===== src/rtl/display_bcd_calculadora.sv =====
// display_bcd_calculadora - sequential double-dabble of an 8-bit value into three BCD digits
// driving a 3-digit multiplexed active-low 7-segment display.
module display_bcd_calculadora #(
  parameter int SCAN_DIV    = 50000,
  parameter bit BLANK_ZEROS = 1'b1
) (
  input  logic       clk,
  input  logic       rst,
  input  logic [7:0] valor,
  output logic [3:0] centenas,
  output logic [3:0] dezenas,
  output logic [3:0] unidades,
  output logic       ocupado,
  output logic       pronto,
  output logic [6:0] seg,
  output logic [2:0] an
);

  localparam int DIV_W = (SCAN_DIV > 2) ? $clog2(SCAN_DIV) : 1;

  typedef enum logic [1:0] {OCIOSO, CONVERTE, ATUALIZA} state_t;

  state_t           state;
  logic [7:0]       ultimo;
  logic [7:0]       shift;
  logic [11:0]      bcd;
  logic [11:0]      bcd_adj;
  logic [3:0]       count;
  logic [DIV_W-1:0] div_cnt;
  logic [1:0]       idx;
  logic [3:0]       digit;
  logic             blank;

  always_comb begin
    bcd_adj = bcd;
    for (int i = 0; i < 3; i++) begin
      if (bcd[i*4 +: 4] >= 4'd5) bcd_adj[i*4 +: 4] = bcd[i*4 +: 4] + 4'd3;
    end
  end

  always_ff @(posedge clk or negedge rst) begin
    if (!rst) begin
      state    <= OCIOSO;
      ultimo   <= 8'd0;
      shift    <= 8'd0;
      bcd      <= 12'd0;
      count    <= 4'd0;
      centenas <= 4'd0;
      dezenas  <= 4'd0;
      unidades <= 4'd0;
      ocupado  <= 1'b0;
      pronto   <= 1'b0;
    end else begin
      pronto <= 1'b0;
      case (state)
        OCIOSO: begin
          if (valor != ultimo) begin
            shift   <= valor;
            bcd     <= 12'd0;
            count   <= 4'd0;
            ultimo  <= valor;
            ocupado <= 1'b1;
            state   <= CONVERTE;
          end
        end
        CONVERTE: begin
          {bcd, shift} <= {bcd_adj, shift} << 1;
          count        <= count + 4'd1;
          if (count == 4'd7) state <= ATUALIZA;
        end
        ATUALIZA: begin
          centenas <= bcd[11:8];
          dezenas  <= bcd[7:4];
          unidades <= bcd[3:0];
          pronto   <= 1'b1;
          ocupado  <= 1'b0;
          state    <= OCIOSO;
        end
        default: state <= OCIOSO;
      endcase
    end
  end

  // Display scan free-runs regardless of conversion activity.
  always_ff @(posedge clk or negedge rst) begin
    if (!rst) begin
      div_cnt <= '0;
      idx     <= 2'd0;
    end else if (div_cnt == DIV_W'(SCAN_DIV - 1)) begin
      div_cnt <= '0;
      idx     <= (idx == 2'd2) ? 2'd0 : idx + 2'd1;
    end else begin
      div_cnt <= div_cnt + 1'b1;
    end
  end

  function automatic logic [6:0] seg7(input logic [3:0] d);
    case (d)
      4'd0:    seg7 = 7'b1000000;
      4'd1:    seg7 = 7'b1111001;
      4'd2:    seg7 = 7'b0100100;
      4'd3:    seg7 = 7'b0110000;
      4'd4:    seg7 = 7'b0011001;
      4'd5:    seg7 = 7'b0010010;
      4'd6:    seg7 = 7'b0000010;
      4'd7:    seg7 = 7'b1111000;
      4'd8:    seg7 = 7'b0000000;
      4'd9:    seg7 = 7'b0010000;
      default: seg7 = 7'b1111111;
    endcase
  endfunction

  always_comb begin
    digit = unidades;
    blank = 1'b0;
    an    = 3'b110;
    case (idx)
      2'd1: begin
        digit = dezenas;
        blank = BLANK_ZEROS && (centenas == 4'd0) && (dezenas == 4'd0);
        an    = 3'b101;
      end
      2'd2: begin
        digit = centenas;
        blank = BLANK_ZEROS && (centenas == 4'd0);
        an    = 3'b011;
      end
      default: ;
    endcase
    seg = blank ? 7'b1111111 : seg7(digit);
  end

endmodule


===== config.mk =====
export PLATFORM = sky130hd
export DESIGN_NAME = display_bcd_calculadora
export DESIGN_NICKNAME = d
export VERILOG_FILES = /design/src/rtl/display_bcd_calculadora.sv
export SDC_FILE = /design/constraint.sdc
export NUM_CORES = 1
export LEC_CHECK = 0
export ABC_AREA = 0
export BUFFER_PORTS_ARGS = -buffer_cell sky130_fd_sc_hd__buf_2
export CORE_MARGIN = 5
export CORE_UTILIZATION = 30
export CTS_CLUSTER_DIAMETER = 50
export DETAILED_ROUTE_END_ITERATION = 10
export GPL_ROUTABILITY_DRIVEN = 1
export HOLD_SLACK_MARGIN = 0.05
export PLACE_DENSITY = 0.49
export REMOVE_ABC_BUFFERS = 1
export SYNTH_ARGS = -nofsm -noshare
export SYNTH_HDL_FRONTEND = slang
export SYNTH_SLANG_ARGS = --single-unit

===== constraint.sdc =====
create_clock -name clk -period 3.12 [get_ports clk]
set_input_delay 0.312 -clock clk [delete_from_list [all_inputs] [get_ports clk]]
set_output_delay 0.312 -clock clk [all_outputs]
set_load 0.005 [all_outputs]

==> results.tsv <==
stage	metric	value	unit
run_status	status	complete, no violations	
pwr	Clock Power Share	25.9	%
synth	compound-gate portion of the synthesized area	14.66	%
placement	count of input and output buffers	33	
floorplan	Core ar.	11270	um^2
finish	diode count	0	
detailed_routing	DRT Pass-1 Iters	4	
detailed_routing	DR DRC count	0	
setup_path	Worst EP required	2.81	ns
setup_path	r2r startpoint	ultimo[4]$_DFFE_PN0P_	
setup_path	crit path to	seg[6]	
detailed_routing	Vias/cell	4.871	
floorplan	Row Count	39	
synth	Yosys cell types	46	
setup_path	critical path's largest stage delay	0.58	ns
setup_path	Startpoint Class	register	
timing	Max-slew headroom	42.25	%
synth	ys async rst share	100.0	%
global_routing	Tot GR Track Use	11.29	%
global_routing	first-pass GRT wire length	12.37	mm
timing	setup_tns	0	ns
clock_tree	Sink Count	66	
synth	largest family of logic cells by synthesized area	simple AND/OR/NAND/NOR gates	
setup_path	CP Cell Sequence	inv_1, ha_1, nor2_1, a21oi_1, o211ai_1, o32a_1, buf_2	
clock_tree	setup bufs post-CTS	0	
synth	Post-Synth Adder-Cell Area	5.497	%
pwr	Int Pwr	2.413	mW
clock_tree	clk_lat worst skew	0.32	ns
clock_tree	H-tree depth	3	
pwr	Switching Share	33.35	%
synth	sequential share of the synthesized area	48.37	%
pwr	Leak	1.857	nW
setup_path	worst-case reg-to-reg path depth	5	
setup_path	Crit Reg-Reg Endpoint	shift[2]$_DFFE_PN0P_	
timing	crit share post-route	90.61	%
setup_path	CP endpoint kind	primary output	
pwr	Psw	1.208	mW
setup_path	Worst Setup SP	idx[0]$_DFFE_PN0N_	
setup_path	crit-path max FO	12	
finish	leading cell type in the layout, fill and taps excluded	dfrtp_1	
synth	top_reg_cell synth	dfrtp_1	
synth	Yosys reg bits	66	
job	Max-Cap Viols	0	
clock_tree	CTS Buffer Depth	2	
finish	fillers	1159	
synth	fraction of synthesized area in multiplexers	6.156	%
floorplan	Die Height	116.7	um
synth	Cells after Synth	309	
synth	Synth Cell Area	3415	um^2
detailed_routing	drt initial violations	94	
global_routing	initial antenna violation count	0	
timing	Least-Margin Pin Slew	0.8663	ns
global_routing	vias in the first global route	2484	
floorplan	Die ar.	13620	um^2
pwr	Cell Pwr Density	896.8	nW/um^2
finish	Finished Layout Cells	497	
clock_tree	Clock transition at path regs	0.05	ns
setup_path	worst setup path category	register to primary output	
global_routing	GRT overflow	0	
finish	Area Overhead vs Synth	18.25	%
clock_tree	CTS tree	yes	
floorplan	DIE WIDTH	116.7	um
finish	fin nets	374	
pwr	logic gate share of total power	36.6	%
placement	Placed Cells	481	
timing	RSZ-0062 raised after global routing	no	
detailed_routing	via count	2421	
synth	Syn Area/Cell	11.05	um^2
synth	post-synthesis xor/xnor area fraction	6.413	%
placement	placer congestion estimate	0.8240	
setup_path	Worst Path Arrival	2.51	ns
placement	DP HPWL	5.129	mm
synth	Synth warnings	0	
pwr	Max VDD drop	0.0003526	V
timing	endpoints failing hold	0	
finish	share of cells above drive strength 1	22.03	%
synth	Post-synth EDFFs	0	
detailed_routing	number of routed nets with antenna violations	0	
timing	Final min period	2.827	ns
global_routing	largest net degree at the start of global routing	39	
pwr	Sequential Power Share	37.5	%
detailed_routing	drt total wl	6.963	mm
timing	Final Max Slew Viols	0	
synth	Simple-Gate Fraction of Synth Area	15.90	%
detailed_routing	Wirelength per Cell	14.01	um
worst_hold_path	Hold WC Path Type	input port to async pin	
clock_tree	Root Driver	clkbuf_16	
setup_path	crit path max-delay cell type	a21oi_1	
timing	clk_skew	0.003801	ns
timing	Max Freq	0.3537	GHz
floorplan	initial core utilization	30.29	%
timing	final setup fails	0	
finish	most frequent cells in the layout	dfrtp_1, buf_2, nand2_1, xnor2_1, mux2_2	
floorplan	Ports	34	
setup_path	r2r setup slk	1.15	ns
clock_tree	total CTS buffers	9	
how the worst min path moves through the flow:
stage               slack (ns)  cells past startpoint               endpoint
floorplan                 0.02                      0     bcd[0]$_DFFE_PN0P_
global placement          0.47                      1  ultimo[2]$_DFFE_PN0P_
detailed placement        0.47                      2    ocupado$_DFFE_PN0P_
CTS                       0.14                      1  ultimo[2]$_DFFE_PN0P_
global route              0.20                      1  ultimo[2]$_DFFE_PN0P_
finish                    0.11                      1  ultimo[2]$_DFFE_PN0P_
critical path, delay by kind of cell, from the launching register on:
| kind | cells | cell delay (ns) |
|---|---|---|
| simple gates | 1 | 0.10 |
| buf+inv | 2 | 0.22 |
| fa+ha+maj | 1 | 0.51 |
| flops | 1 | 0.37 |
| compound gates | 3 | 1.00 |
cell families (layout without fill, tap and decap cells):
group                    Yosys count  in the layout
AO/OA/AOI/OAI                     67             67
buffers and inverters             24             69
multiplexers                      19             19
adder cells (fa/ha/maj)           15             15
AND/OR/NAND/NOR                   93             93
flip-flops                        66             66
XOR/XNOR                          25             25
power groups by stage:
| stage | Clock (mW) | Sequential, mW | Combinational, mW |
|---|---|---|---|
| after floorplan | 0 | 1.32 | 0.965 |
| after global placement | 0 | 1.37 | 1.31 |
| after detailed placement | 0 | 1.37 | 1.34 |
| after CTS | 0.969 | 1.36 | 1.35 |
| after global routing | 1.00 | 1.40 | 1.52 |
| final | 0.940 | 1.36 | 1.32 |
flip-flops by register name, indices dropped and copies added, names as in the netlist:
name and cells:
ocupado 1, div_cnt 16, unidades 4, count 4, state 2, bcd 12, shift 8, ultimo 8
pronto 1, idx 2, centenas 4, dezenas 4
cell usage after synthesis (5+ instances only):
cell type | n | share of area [%]
a21oi_1 | 9 | 1.3
inv_1 | 15 | 1.6
o21ai_0 | 15 | 2.2
nand4_1 | 9 | 1.6
nand2b_1 | 5 | 0.92
xnor2_1 | 17 | 4.4
nor2_1 | 14 | 1.5
ha_1 | 15 | 5.5
dfrtp_1 | 66 | 48
nand2_1 | 18 | 2.0
xor2_1 | 8 | 2.1
nor3_1 | 5 | 0.73
mux2_2 | 16 | 5.3
nand3_1 | 8 | 1.2
a221o_1 | 7 | 2.1
and2_1 | 9 | 1.6
a22o_1 | 10 | 2.6
final cells by class:
class,instances,area (um^2),area share (%)
clock buffer,14,274.0,6.786
clock inverter,2,10.01,0.2479
inverter,15,56.30,1.394
multi-input combinational,219,1664,41.21
sequential,66,1652,40.90
tap,143,178.9,4.431
timing repair buffer,38,202.7,5.020
metrics by stage:
stage	setup WS [ns]	cell area [um^2]	hold WS (ns)	utilization [%]	power, mW
floorplan	0.8924	3368	0.01641	-	2.280
finish	0.2931	4038	0.1085	35.82	3.621
detailed placement	0.6437	3750	0.4691	33.27	2.709
global route	0.03804	4038	0.2001	35.82	3.932
global placement	0.7079	3750	0.4681	33.27	2.677
CTS	0.2919	4034	0.1396	35.79	3.675
what timing repair did:
item	4_1_cts	5_1_grt
resized for setup	0	1
endpoints found under the hold margin	0	0
setup endpoints to repair	0	1
hold buffers	0	0
routing by layer:
metal / GRT usage (%) / share of wire [%]
met1: 16.15 / 51
met2: 16.84 / 44
met3: 3.523 / 4.1
met4: 2.446 / 0.73
met5: 0 / 0
Note: power is estimated with default switching activity, not from simulation.
